File: src/rtl/mux4_rr_sched.sv
// Round-robin scheduler for four requesters sharing one 4:1 2-bit data selector.
// Grants one channel per bounded slot and shows the granted channel on a 7-segment digit.
module mux4_rr_sched #(
  parameter int HOLD_CYCLES = 4,
  parameter int CNT_W       = 8
) (
  input  logic       clk,
  input  logic       rst,
  input  logic [3:0] req,
  input  logic [1:0] A,
  input  logic [1:0] B,
  input  logic [1:0] C,
  input  logic [1:0] D,
  output logic [3:0] grant,
  output logic [1:0] sel,
  output logic       busy,
  output logic [1:0] dataout,
  output logic [6:0] seg7,
  output logic       ds
);

  localparam logic [0:0]       ST_IDLE    = 1'b0;
  localparam logic [0:0]       ST_GRANT   = 1'b1;
  localparam logic [6:0]       SEG_IDLE   = 7'b1000000;
  localparam logic [CNT_W-1:0] CNT_RELOAD = CNT_W'(HOLD_CYCLES - 1);

  logic [0:0]       state_q, state_d;
  logic [CNT_W-1:0] cnt_q, cnt_d;
  logic [1:0]       last_q, last_d;
  logic [1:0]       sel_q, sel_d;
  logic [3:0]       grant_q, grant_d;
  logic             busy_q, busy_d;
  logic [6:0]       seg7_q, seg7_d;

  logic             rel_w;
  logic [1:0]       winner_w;
  logic             load_w;

  // Searches base+1, base+2, base+3, base: the lowest offset with a request wins.
  function automatic logic [1:0] rr_pick(input logic [3:0] r, input logic [1:0] base);
    logic [1:0] idx;
    rr_pick = base;
    for (int k = 4; k >= 1; k--) begin
      idx = base + 2'(k);
      if (r[idx]) rr_pick = idx;
    end
  endfunction

  function automatic logic [6:0] seg_of(input logic [1:0] ch);
    case (ch)
      2'd0:    seg_of = 7'b0111111;
      2'd1:    seg_of = 7'b0000110;
      2'd2:    seg_of = 7'b1011011;
      default: seg_of = 7'b1001111;
    endcase
  endfunction

  assign rel_w    = (state_q == ST_GRANT) && ((cnt_q == '0) || !req[sel_q]);
  // On release the channel just served becomes the pointer, so it ranks last in this same pick.
  assign winner_w = rr_pick(req, rel_w ? sel_q : last_q);

  always_comb begin
    // NOTE: every combinational output gets a default first so no path infers a latch.
    state_d = state_q;
    cnt_d   = cnt_q;
    last_d  = last_q;
    sel_d   = sel_q;
    grant_d = grant_q;
    busy_d  = busy_q;
    seg7_d  = seg7_q;
    load_w  = 1'b0;

    case (state_q)
      ST_IDLE: begin
        if (|req) load_w = 1'b1;
      end
      default: begin
        if (rel_w) begin
          last_d = sel_q;
          if (|req) begin
            load_w = 1'b1;
          end else begin
            state_d = ST_IDLE;
            cnt_d   = '0;
            sel_d   = 2'd0;
            grant_d = 4'b0000;
            busy_d  = 1'b0;
            seg7_d  = SEG_IDLE;
          end
        end else begin
          cnt_d = cnt_q - CNT_W'(1);
        end
      end
    endcase

    if (load_w) begin
      state_d = ST_GRANT;
      cnt_d   = CNT_RELOAD;
      sel_d   = winner_w;
      grant_d = 4'b0001 << winner_w;
      busy_d  = 1'b1;
      seg7_d  = seg_of(winner_w);
    end
  end

  // NOTE: state registers use non-blocking assignments so all of them update together at the edge.
  always_ff @(posedge clk or posedge rst) begin
    if (rst) begin
      state_q <= ST_IDLE;
      cnt_q   <= '0;
      last_q  <= 2'd3;
      sel_q   <= 2'd0;
      grant_q <= 4'b0000;
      busy_q  <= 1'b0;
      seg7_q  <= SEG_IDLE;
    end else begin
      state_q <= state_d;
      cnt_q   <= cnt_d;
      last_q  <= last_d;
      sel_q   <= sel_d;
      grant_q <= grant_d;
      busy_q  <= busy_d;
      seg7_q  <= seg7_d;
    end
  end

  always_comb begin
    dataout = 2'b00;
    if (busy_q) begin
      case (sel_q)
        2'd0:    dataout = A;
        2'd1:    dataout = B;
        2'd2:    dataout = C;
        default: dataout = D;
      endcase
    end
  end

  assign grant = grant_q;
  assign sel   = sel_q;
  assign busy  = busy_q;
  assign seg7  = seg7_q;
  assign ds    = 1'b0;

endmodule

File: config.mk
export PLATFORM = sky130hd
export DESIGN_NAME = mux4_rr_sched
export DESIGN_NICKNAME = d
export VERILOG_FILES = /design/src/rtl/mux4_rr_sched.sv
export SDC_FILE = /design/constraint.sdc
export NUM_CORES = 1
export LEC_CHECK = 0
export BUFFER_PORTS_ARGS = -buffer_cell sky130_fd_sc_hd__buf_4
export CORE_ASPECT_RATIO = 0.7
export CORE_MARGIN = 3
export CORE_UTILIZATION = 45
export CTS_BUF_LIST = sky130_fd_sc_hd__clkbuf_2 sky130_fd_sc_hd__clkbuf_4 sky130_fd_sc_hd__clkbuf_8
export DETAILED_ROUTE_END_ITERATION = 10
export PLACE_DENSITY = 0.73
export SYNTH_ARGS = -nofsm -noshare
export SYNTH_HDL_FRONTEND = slang
export SYNTH_SLANG_ARGS = --single-unit
File: constraint.sdc
create_clock -name clk -period 3.9 [get_ports clk]
set_input_delay 0.195 -clock clk [delete_from_list [all_inputs] [get_ports clk]]
set_output_delay 0.195 -clock clk [all_outputs]
set_load 0.05 [all_outputs]
* Word level (Yosys, flattened, before mapping)
Cells that the tools add are included.
** Operators by class
- Add/sub/neg operators :: 4
- Magnitude comparators :: 4
- Eq/ne operators :: 6
- Shifts and indexed selects :: 1
- Mux-type cells :: 41
- Reductions and logical operators :: 11
** Operator list (count)
- $mux W8 :: 4
- $mux W7 :: 4
- $pmux W7 S3 :: 1
- $mux W2 :: 9
- $mux W4 :: 4
- $mux W1 :: 14
- $lt A2 B3 Y1 const B :: 4
- $bmux W1 S2 :: 4
- $logic_not A8 Y1 :: 1
- $sub A8 B1 Y8 const B :: 1
- $pmux W2 S3 :: 1
- $add A2 B2 Y2 const B :: 2
- $eq A2 B1 Y1 const B :: 2
- $eq A2 B2 Y1 const B :: 2
- $logic_not A2 Y1 :: 2
- $reduce_bool A2 Y1 :: 2
- $reduce_or A4 Y1 :: 1
- $shl A1 B2 Y4 const A :: 1
- $ne A3 B3 Y1 const B :: 1
- $reduce_and A3 Y1 :: 1
- $add A2 B1 Y2 const B :: 1
- $ne A2 B2 Y1 const B :: 1
- $reduce_and A2 Y1 :: 1
- $logic_and A1 B1 Y1 :: 1
- other kinds (2) :: 2
** Word-level totals
- Register bits after elaboration :: 25
- Output and inout port bits :: 17
- Logic and storage cells :: 74

* Longest topological paths before layout
- Word-level depth :: 15
- Gate-level depth with buffers :: 9

* Worst setup path before layout
Ideal clock, no wire load.
- Path kind :: reg-to-reg
- From :: register sel_q[0] (netlist: sel[0])
- To :: register seg7_q[2] (netlist: seg7[2])
- Library setup time :: 0.121 ns
- Data arrival time :: 2.652 ns
- Data required time :: 3.779 ns
- Slack :: 1.127 ns
- Cell stages (with the launch flop) :: 9
- Buffers on the path :: 1
- Cells stage by stage :: dfrtp_1 > clkbuf_1 > mux4_2 > o21ai_4 > nand2_1 > mux2_4 > a221oi_4 > nand2_2 > a22o_1
** On the way
- Longest elaborated chain between the ends :: 15
- Elaborated cells between the ends (all ways) :: 29
- Classes of those cells :: add/sub (3); eq/ne (3); mux (16); reduce/logical (7)
** Ends and longest elaborated chain
- start, declared :: line 30 : logic [1:0] sel_q, sel_d;
- start signal, assigned :: line 120 : sel_q <= sel_d;
- $bmux W1 S2 :: line 58 : assign rel_w = (state_q == ST_GRANT) && ((cnt_q == '0) || !req[sel_q]);
- $mux W1 (not written as such) :: line 58
- $logic_not A1 Y1 :: line 58
- $logic_or A1 B1 Y1 :: line 58
- $logic_and A1 B1 Y1 :: line 58
- $mux W2
- $add A2 B2 Y2 :: line 44 : idx = base + 2'(k);
- $bmux W1 S2 :: line 45 : if (r[idx]) rr_pick = idx;
- $mux W1 (not written as such) :: line 45
- $mux W2 (3 in series) :: line 45
- $eq A2 B2 Y1, or another cell as far along :: line 50 : case (ch)
- $pmux W7 S3 :: line 50
- $mux W7 :: line 96 : if (load_w) begin
- end signal, assigned :: line 123 : seg7_q <= seg7_d;
- end, declared :: line 33 : logic [6:0] seg7_q, seg7_d;
Several ways; a longest one is shown, not always the timed one. The select of a mux whose other input is x is not followed.
A chain may end at the register's enable or synchronous reset.

* Final worst setup path
- From :: register cnt_q[0]
- To :: register seg7_q[2] (netlist: seg7[2])
** On the way
- Longest elaborated chain between the ends :: 13
- Elaborated cells between the ends (all ways) :: 27
- Classes of those cells :: add/sub (3); eq/ne (3); mux (14); reduce/logical (7)
** Ends and longest elaborated chain
- start, declared :: line 28 : logic [CNT_W-1:0] cnt_q, cnt_d;
- start signal, assigned :: line 118 : cnt_q <= cnt_d;
- $logic_not A8 Y1 * :: line 58
- $logic_or A1 B1 Y1 * :: line 58
- $logic_and A1 B1 Y1 * :: line 58
- $mux W2
- $add A2 B2 Y2 :: line 44
- $bmux W1 S2 :: line 45
- $mux W1 (not written as such) :: line 45
- $mux W2 (3 in series) :: line 45
- $eq A2 B2 Y1, or another cell as far along :: line 50
- $pmux W7 S3 :: line 50
- $mux W7 :: line 96
Every way passes the cells marked *; elsewhere a longest branch is shown, timed or not. The select of a mux whose other input is x is not followed.

==> reports/metrics.yaml <==
status: "finished, final reports clean"
period_share: 0.6678
finalPower_mw: 1.645
rsz0062_at_grt: "no"
syn-mean-instance-area_um2: 9.853
powerDensity_nw_per_um2: 1025
remaining_drc_errors: 0
synth-seq-area-share: 0.4136
drv_slew: 0
final.setup_skew_ps: 4.985
cp.arrival_ps: 2760
grt.total_usage: 0.1602
setup_tns_ps: 0
tightest_slew_ps: 814.6
ant_nets: 0
cts_tree: "yes"
routed_wl_um: 2863
avgViaCountPerCell: 5.589
dr.pass1.iters: 4
slew-limit-headroom: 0.4563
ys_warn_count: 0
grt_start_max_net_pins: 23
wl_per_cell_um: 14.91
switching_share: 0.4862
cp_max_fo: 6
cts_made_buffers: 3
startpoint_type: "register"
clkPwrFrac: 0.128
final_common_cell: "buf_4"
start_util: 0.5064
htree_levels: 1
nets: 175
die_h_um: 51.66
cts_resized: 0
hold_class: "in -> async"
seq_power_share: 0.267
mappedNetlistNets: 152
area_growth_pct: 19.79
finalCriticalPeriod_ps: 2604
comb_power_share: 0.605
netlist_instances: 136
portBuffers: 29
die_x_um: 71.23
final_cell_mix: "buf_4 (29), nand2_1 (19), dfrtp_1 (19)"
whs_ps: 85.15
internal-power_uw: 845.3
ys_dominant_reg_cell: "dfrtp_1"
setup_ws_ps: 1296
n_fill_cell: 211
total_leakage_power_nw: 0.7312
ys_async_sr_fraction: 1.000
ctsHoldBuffers: 0
critPathRequiredTime_ps: 4050
coreArea_um2: 2646
r2r_slack_ps: 1300
ys_types: 47
ys_ff_latch: 22
clock.fmax_ghz: 0.3840
syn_area_um2: 1340
critPathKind: "reg -> reg"
final-setup-viol-count: 0
via_count: 1073
drt-initial-drc-count: 60
grt_overflow: 0
antenna_found_initial: 0
gp_congestion: 0.8504
utilization: 0.6066
grt_pass1_wl_um: 4636
dieArea_um2: 3679
dpl_worst_slack_ps: 1309
hpwl_um: 2045
synth-edff-count: 0
hold_viol: 0
cap_violations: 0
endpoint_kind: "register"
clk_pin_slew_ps: 80
p_sw_uw: 800.0
worstSkewPairLatency_ps: 260
cts.sinks: 22
ios: 31
grt_pass1_vias: 1015
post_cts_buffers: 0
rows: 15
antenna_cells: 0
vdd_drop_max_uv: 376.3
drive_above_1_share: 0.3354
clockBufferDepth: 2
cts-root-buf: "clkbuf_8"
## cells in the mapped netlist, types with 3 or more instances
master | n | area [µm²]
o21ai_0 | 6 | 30.03
dfrtp_1 | 19 | 475.5
dfstp_2 | 3 | 78.83
nor3_1 | 6 | 30.03
mux4_2 | 3 | 67.56
a21oi_1 | 5 | 25.02
buf_4 | 4 | 30.03
nor2_1 | 7 | 26.28
inv_1 | 7 | 26.28
clkbuf_1 | 4 | 15.01
nand2_1 | 19 | 71.32
and2_1 | 3 | 18.77
a22o_1 | 4 | 35.03
o31ai_1 | 3 | 22.52
o21ai_1 | 5 | 25.02
## final timing paths
path                                       from                    to  cells after the start
setup / recovery           cnt_q[0]$_DFFE_PP0P_   seg7[2]$_DFFE_PP0P_                      9
hold / removal                              rst   seg7[3]$_DFFE_PP0P_                      2
setup reg to reg           cnt_q[0]$_DFFE_PP0P_   seg7[2]$_DFFE_PP0P_                      9
hold reg to reg             seg7[6]$_DFFE_PP1P_   seg7[6]$_DFFE_PP1P_                      2
max in group asynchronous                   rst  cnt_q[4]$_DFFE_PP0P_                      2
min in group clk                         req[3]     state_q$_DFF_PP0_                      2
## logic make-up after synthesis
group | count (synthesis) | share of synthesized area
and+or+nand+nor | 47 | 0.1756
AOI/OAI and AO/OA | 36 | 0.2045
muxes | 8 | 0.1027
buffers and inverters | 18 | 0.06910
DFF | 22 | 0.4136
xor gates and xnor gates | 2 | 0.01307
adders and majority gates | 2 | 0.01867
other | 1 | 0.002798
## worst max-delay path, cell delays in order (launching register included)
cell and delay [ps]:
dfrtp_1 390, inv_1 90, ha_1 140, or3b_2 520, o21ai_4 190, nand2_1 90
mux2_4 370, a221oi_4 420, nand2_2 90, a22o_1 190
## final cells by class
type | count | area (µm²) | area share
inverter | 7 | 26.28 | 0.01637
clock inverter | 1 | 30.03 | 0.01871
clock buffer | 3 | 41.29 | 0.02572
multi-input combinational | 96 | 693.2 | 0.4318
timing repair buffer | 29 | 217.7 | 0.1356
sequential | 22 | 554.3 | 0.3453
tap | 34 | 42.54 | 0.02650
## stage by stage
step           area [µm²]  std cells
2_1_floorplan        1340        136
3_3_place_gp         1534        188
3_5_place_dp         1534        188
4_1_cts              1605        192
5_1_grt              1605        192
6_report             1605        192
## registers in the layout, summed over array words and instances, names as in the netlist
register	cells
state_q	1
last_q	2
grant	4
cnt_q	8
sel	2
seg7	5
## power by group through the flow
stage	sequential, mW	clock [mW]	combinational (mW)
floorplan	0.572	0	0.674
global placement	0.438	0	0.985
detailed placement	0.440	0	0.991
CTS	0.438	0.216	0.995
global route	0.453	0.228	1.07
finish	0.439	0.211	0.995
## per-layer routing
| metal | routed length, µm | part of all wire | track usage | up-vias |
|---|---|---|---|---|
| met4 | 20 | 0.0070 | 0.03125 | 0 |
| met1 | 1348 | 0.47 | 0.2226 | 493 |
| met2 | 1226 | 0.43 | 0.2409 | 47 |
| met3 | 268 | 0.094 | 0.05792 | 5 |
| li1 | - | - | - | 528 |
| met5 | 0 | 0 | 0 | - |
Power figures use the tool's default switching activity.
